==> config.mk <==
export PLATFORM = sky130hd
export DESIGN_NAME = i2c_master_seq
export DESIGN_NICKNAME = d
export VERILOG_FILES = /design/src/rtl/i2c_master_seq.sv
export SDC_FILE = /design/constraint.sdc
export NUM_CORES = 1
export LEC_CHECK = 0
export ABC_CLOCK_PERIOD_IN_PS = 2700
export CORE_MARGIN = 5
export CORE_UTILIZATION = 41
export DETAILED_ROUTE_END_ITERATION = 6
export PLACE_DENSITY = 0.61
export SLEW_MARGIN = 20
export SYNTH_ARGS = -nofsm -noshare
export SYNTH_HDL_FRONTEND = slang
export SYNTH_SLANG_ARGS = --single-unit
==> constraint.sdc <==
create_clock -name CLK -period 2.7 [get_ports CLK]
set_input_delay 0.81 -clock CLK [delete_from_list [all_inputs] [get_ports CLK]]
set_output_delay 0.81 -clock CLK [all_outputs]
set_load 0.02 [all_outputs]
==> src/rtl/i2c_master_seq.sv <==
// i2c_master_seq: byte-level I2C master sequencer (START/WRITE/READ/STOP)
// driving open-drain SCL/SDA tristate controls with clock stretching support.
module i2c_master_seq #(
    parameter int CLKS_PER_QTR = 98
) (
    input  logic       CLK,
    input  logic       RST,
    input  logic       cmd_valid,
    output logic       cmd_ready,
    input  logic [1:0] cmd_op,
    input  logic [7:0] cmd_data,
    input  logic       cmd_ack,
    output logic       rsp_valid,
    output logic [7:0] rsp_data,
    output logic       rsp_nack,
    output logic       busy,
    output logic       scl_t,
    output logic       sda_t,
    input  logic       scl_i,
    input  logic       sda_i
);
    localparam int W = $clog2(CLKS_PER_QTR);
    localparam logic [W-1:0] LAST = W'(CLKS_PER_QTR - 1);
    localparam logic [1:0] OP_START = 2'b00, OP_WRITE = 2'b01, OP_STOP = 2'b11;

    typedef enum logic [1:0] {IDLE, START, BIT, STOP} state_t;

    state_t       state;
    logic [W-1:0] cnt;
    logic [1:0]   qtr;
    logic [3:0]   bitn;
    logic [7:0]   sh;
    logic         wr, ack, bus_owned, stretch, qend, nxt_out;

    assign cmd_ready = state == IDLE;
    assign busy      = state != IDLE;
    assign stretch   = scl_t & ~scl_i;
    assign qend      = cnt == LAST;
    // sh has already shifted once per sampled bit, so sh[7] is the next bit to send
    assign nxt_out   = bitn == 4'd7 ? (wr ? 1'b1 : ack) : (wr ? sh[7] : 1'b1);

    always_ff @(posedge CLK or posedge RST) begin
        if (RST) begin
            state     <= IDLE;
            cnt       <= '0;
            qtr       <= '0;
            bitn      <= '0;
            sh        <= '0;
            wr        <= 1'b0;
            ack       <= 1'b0;
            bus_owned <= 1'b0;
            rsp_valid <= 1'b0;
            rsp_data  <= '0;
            rsp_nack  <= 1'b0;
            scl_t     <= 1'b1;
            sda_t     <= 1'b1;
        end else begin
            rsp_valid <= 1'b0;
            if (state == IDLE) begin
                cnt  <= '0;
                qtr  <= '0;
                bitn <= '0;
                if (cmd_valid) begin
                    wr  <= cmd_op == OP_WRITE;
                    sh  <= cmd_data;
                    ack <= cmd_ack;
                    if (cmd_op == OP_START) begin
                        state     <= START;
                        sda_t     <= 1'b1;
                        bus_owned <= 1'b1;
                    end else if (cmd_op == OP_STOP) begin
                        if (bus_owned) begin
                            state <= STOP;
                            scl_t <= 1'b0;
                            sda_t <= 1'b0;
                        end
                    end else if (!bus_owned) begin
                        rsp_valid <= 1'b1;
                        rsp_nack  <= 1'b1;
                        rsp_data  <= 8'hFF;
                    end else begin
                        state <= BIT;
                        scl_t <= 1'b0;
                        sda_t <= cmd_op == OP_WRITE ? cmd_data[7] : 1'b1;
                    end
                end
            end else if (!stretch) begin
                cnt <= qend ? '0 : cnt + 1'b1;
                if (qend) begin
                    qtr <= qtr + 2'd1;
                    if (state == BIT) begin
                        scl_t <= qtr == 2'd0 ? 1'b1 : qtr == 2'd1 ? scl_t : 1'b0;
                        if (qtr == 2'd1) begin
                            if (bitn == 4'd8)
                                ack <= wr ? sda_i : ack;
                            else
                                sh <= {sh[6:0], sda_i};
                        end
                        if (qtr == 2'd3) begin
                            bitn  <= bitn + 4'd1;
                            sda_t <= bitn == 4'd8 ? sda_t : nxt_out;
                            if (bitn == 4'd8) begin
                                state     <= IDLE;
                                rsp_valid <= 1'b1;
                                rsp_data  <= wr ? 8'hFF : sh;
                                rsp_nack  <= ack;
                            end
                        end
                    end else if (state == START) begin
                        scl_t <= qtr == 2'd0 ? 1'b1 : qtr == 2'd2 ? 1'b0 : scl_t;
                        sda_t <= qtr == 2'd1 ? 1'b0 : sda_t;
                        if (qtr == 2'd3)
                            state <= IDLE;
                    end else begin
                        scl_t <= qtr == 2'd0 ? 1'b1 : scl_t;
                        sda_t <= qtr == 2'd2 ? 1'b1 : sda_t;
                        if (qtr == 2'd3) begin
                            state     <= IDLE;
                            bus_owned <= 1'b0;
                        end
                    end
                end
            end
        end
    end
endmodule

After elaboration in Yosys (flattened, before gate mapping)

Index checks and enable logic that the tools add are counted.

Memory bits (writable): 0
Bits in read-only memories: 0
Output and inout bits: 14
Bits of input ports: 16
Bits in latches: 0
Word-level logic and storage cells: 174
Memories kept: 0
Flip-flop bits (word level): 38

Magnitude comparators: 0
Divide/modulo/power cells: 0
Bitwise gates (word level): 2
Reductions and logical operators: 23
Eq/ne operators: 26
Muxes and demuxes: 107
Multipliers: 0
$add $sub $neg: 3
Shift-type cells: 0

Operators by type and width:

| cell                                           | count |
|---|---|
| two-way mux 8 bit                              | 18 |
| two-way mux 1 bit                              | 66 |
| two-way mux 2 bit                              | 15 |
| two-way mux 7 bit                              | 3 |
| two-way mux 4 bit                              | 5 |
| != test 2 bit (second input constant)          | 8 |
| AND reduction 8 bit                            | 2 |
| AND reduction 7 bit                            | 2 |
| nonzero test 2 bit                             | 7 |
| AND reduction 6 bit                            | 2 |
| nonzero test 4 bit                             | 3 |
| AND reduction 9 bit                            | 1 |
| == test 2 bit (second input constant)          | 4 |
| != test 4 bit (second input constant)          | 2 |
| adder 7 x 1 -> 7 bit (second input constant)   | 1 |
| == test 7 bit (second input constant)          | 1 |
| == test 2 x 1 -> 1 bit (second input constant) | 3 |
| zero test 2 bit                                | 3 |
| != test 3 x 2 -> 1 bit (second input constant) | 2 |
| adder 4 x 1 -> 4 bit (second input constant)   | 1 |
| == test 4 x 3 -> 1 bit (second input constant) | 1 |
| == test 4 bit (second input constant)          | 1 |
| != test 2 x 1 -> 1 bit (second input constant) | 2 |
| AND reduction 2 bit                            | 2 |
| other kinds (6)                                | 6 |

Longest topological paths before layout

Gate-level depths: netlist (run 1).

Depth after elaboration: 8
Depth in mapped cells: 7
Gate-level depth less buffers: 6

Least setup slack after synthesis (run 1)

Ideal clock, no wire load.

Path type: register -> output
Start point: register state[0]
End point: output port cmd_ready
Arrival time: 1725 ps
Required time: 1890 ps
Path slack: 165 ps
Cell stages (with the launch flop): 7
Path buffers: 4
Path through: dfrtp_1 buf_6 or2_2 clkbuf_1 inv_1 clkbuf_1 clkbuf_1

Longest elaborated chain between the ends: 1

Ends and longest elaborated chain:

| element                  | line | source |
|---|---|---|
| start: declaration       | 28   | `state_t state;` |
| start signal: assignment | 44   | `state <= IDLE;` |
| start signal: assignment | 68   | `state <= START;` |
| start signal: assignment | 73   | `state <= STOP;` |
| zero test 2 bit          | 35   | `assign cmd_ready = state == IDLE;` |
| end: declaration         | 9    | `output logic cmd_ready,` |

Every way passes these cells.

Final worst setup path (run 1)

Start point: input port cmd_op[1]
End point: register rsp_data[5]

Longest elaborated chain between the ends: 3
Elaborated cells on any way between the ends: 5
Those cells by class: 3 x eq/ne; 2 x reduce/logical

Ends and longest elaborated chain:

| element                                                 | line   | source |
|---|---|---|
| start: declaration                                      | 10     | `input logic [1:0] cmd_op,` |
| == test 2 bit / zero test 2 bit (equally long branches) | 71, 67 |  |
| != test 2 bit (no source line)                          | -      |  |
| AND reduction 9 bit (no source line) *                  | -      |  |
| end signal: assignment                                  | 105    | `rsp_data <= wr ? 8'hFF : sh;` |
| end: declaration                                        | 14     | `output logic [7:0] rsp_data,` |

Mark *: on every way between the ends. The rest lies on a longest branch, timed or not.
A chain may end at the register's enable or synchronous reset.

==> out/qor.yml, run 1 <==
drt:
  ant_nets: 0
  totalWireLength_um: 4830
  wl_met1_um: 2290
  vias: 1728
  wl_met3_um: 194
  dr.pass1.iters: 4
  met2WireLength_um: 2300
  dr.first_iter.drc_count: 28
  wl_per_cell_um: 14.7
  drc: 0
  top_layer_used: "met4"
  vias_per_cell: 5.27
clock_network:
  cts_inserted_buffers: 5
  insertion_delay_ns: 0.29
  cts-resized-gates: 0
  clk_path_buf_depth: 2
  post_cts_buffers: 0
  h-tree-depth: 2
  cts_hold_buf: 0
  path_clk_slew_ns: 0.08
  clk_root_buffer_cell: "clkbuf_8"
  cts_tree: "built"
  clkSinkCount: 38
die:
  start_util_pct: 41.4
  die_h_um: 83.9
  rows: 27
  die-area_sq_um: 7040
  die_w_um: 83.9
  core-area_sq_um: 5410
  io_pins: 30
sta:
  rsz0062_at_grt: "false"
  hold_viol_final: 0
  fin_ws_ns: 0.117
  slew_headroom_pct: 68.0
  finClkSkew_ns: 0.00720
  min_period_ns: 2.58
  setup_viol: 0
  whs_ns: 0.492
  worst_pin_slew_ns: 0.479
  tns_ns: 0
  timing.fmax_mhz: 387
  period_share_pct: 95.7
  slew_viol_final: 0
synthesis:
  yosys.area_share.simple_pct: 18.7
  yosys.area_share.xor_xnor_pct: 0.783
  synth.distinct_cells: 47
  synth_area_sq_um: 2240
  synth_compound_area_share_pct: 11.6
  synthAdderAreaFrac_pct: 6.15
  synthFlopType: "dfrtp_1"
  async_flop_share_pct: 100
  yosysWarningCount: 0
  ys_seq_area_share_pct: 42.6
  synth-seq-cells: 38
  avgSynthCellArea_sq_um: 10.4
  synthMuxAreaShare_pct: 15.3
  synth_cells: 216
  synth_top_family_by_area: "simple AND/OR/NAND/NOR gates"
  synth-edff-count: 0
  synth_fp_nets: 243
setup_path:
  worstSetupStartpointType: "primary input"
  worstPathRequired_ns: 2.88
  crit_arrival_ns: 2.76
  crit_type: "primary input to flop"
  cp_max_fo: 10
  cp-end-kind: "flop"
placed_design:
  pre_cts_slack_ns: -0.176
  place.gp.congestion: 0.774
  placed_cell_area_sq_um: 2680
  port_buffers: 29
  dp_hpwl_um: 3530
cells_and_area:
  final_cell_mix: "36 x dfrtp_1, 29 x clkdlybuf4s50_1, 26 x mux2_2"
  drive_gt1_share_pct: 22.3
  nFillCells: 534
  final_common_cell: "dfrtp_1"
  multi_input_area_sq_um: 1180
  syn2layout_area_growth_pct: 24.0
  fin_area_sq_um: 2780
  insertedDiodeCount: 0
  nNetsFinal: 282
  ff_latch_area_sq_um: 953
power:
  total_power_w: 0.00253
  vdd_drop_max_mv: 0.722
  leakage_nw: 1.18
  pwr_density_cell_nw_per_um2: 910
run:
  drv_cap: 0
global_route:
  grt_overflow: 0
  grt_use_total_pct: 14.4
  antenna_found_initial: 0
  grt_pass1_wl_um: 8220
  grt_pass1_vias: 1710
  grt_start_max_net_pins: 39
min_path:
  hold_path_class: "flop to flop"
status:
  status: "finished clean"
[cell usage after synthesis (all sizes together) (2+ instances only)]
library cell,n,area share (%)
dfstp,2,2.3
o21bai,2,0.67
nand3b,2,0.67
nor2,14,2.3
and2,2,0.56
inv,14,2.3
clkbuf,8,1.3
nand4,4,1.1
nand2,11,1.8
a311oi,2,0.78
o211ai,2,0.67
a31oi,2,0.56
o21ai,5,1.6
buf,3,1.2
mux2i,5,2.2
nand3,8,1.8
nor2b,5,1.4
o21a,2,0.67
a21oi,7,1.6
or3b,2,0.78
ha,11,6.1
a221oi,4,1.6
mux2,26,13
dfrtp,36,40
nand2b,2,0.56
or3,11,3.3
or2,2,0.56
or4,3,1.0
nor3,5,1.1
[state kept, by name, indices dropped and copies added (netlist names)]
register,cells
ack,1
bitn,4
bus_owned,1
cnt,7
qtr,2
rsp_data,8
rsp_nack,1
rsp_valid,1
scl_t,1
sda_t,1
sh,8
state,2
wr,1
[cell families (layout without fill, tap and decap cells)]
group | after synthesis | in the layout
AOI/OAI and AO/OA | 34 | 34
muxes | 31 | 31
xor gates and xnor gates | 2 | 2
adders and majority gates | 11 | 11
DFF | 38 | 38
buffers and inverters | 25 | 65
and+or+nand+nor | 75 | 75
[layout make-up]
| class | instances | share of cell area, % |
|---|---|---|
| clock inverter | 2 | 0.451 |
| tap | 72 | 3.25 |
| timing repair buffer | 43 | 14.7 |
| inverter | 14 | 1.89 |
| sequential | 38 | 34.4 |
| clock buffer | 6 | 2.98 |
| multi-input combinational | 153 | 42.4 |
[power breakdown]
part,internal [W],leakage [nW],switching [W]
clock network,0.000205,0.0472,0.000203
logic,0.000623,0.658,0.000561
registers,0.000779,0.469,0.000154
total,0.00161,1.18,0.000918
[metrics by stage]
stage	std cells	util [%]
after floorplan	216	-
after global placement	320	49.6
after detailed placement	320	49.6
after CTS	328	51.3
after global routing	328	51.3
final	328	51.3
[critical path: stages]
cell and delay, ns:
clkdlybuf4s50_1 0.50, inv_1 0.07, ha_1 0.19, or2_2 0.31
or3_4 0.34, o21ai_4 0.15, mux2_2 0.39
[final timing paths]
check                           from           to  slack (ns)  cells past startpoint
setup / recovery           cmd_op[1]  rsp_data[5]        0.12                      7
hold / removal                cnt[6]       cnt[6]        0.49                      1
setup reg to reg              cnt[1]        sh[4]        0.55                      7
hold reg to reg               cnt[6]       cnt[6]        0.49                      1
max in group asynchronous        RST        scl_t        1.39                      3
min in group asynchronous        RST       cnt[2]        0.95                      3
[layer usage]
| metal | vias to the layer above | global-route usage [%] |
|---|---|---|
| met5 | - | 0 |
| met4 | 0 | 4.39 |
| met3 | 5 | 3.46 |
| met2 | 31 | 23.1 |
| met1 | 841 | 19.3 |
| li1 | 851 | - |
(Power assumes the default switching activity.)
==> inputs of run 2 (changes only) <==
- CAP_MARGIN: unset -> 20
==> results of run 2 <==
Final layout, timing and power as in run 1 (identical DEF).
==> inputs of run 3 (changes only) <==
- CTS_CLUSTER_SIZE: unset -> 16
==> results of run 3 <==
Final layout, timing and power as in run 1 (identical DEF).
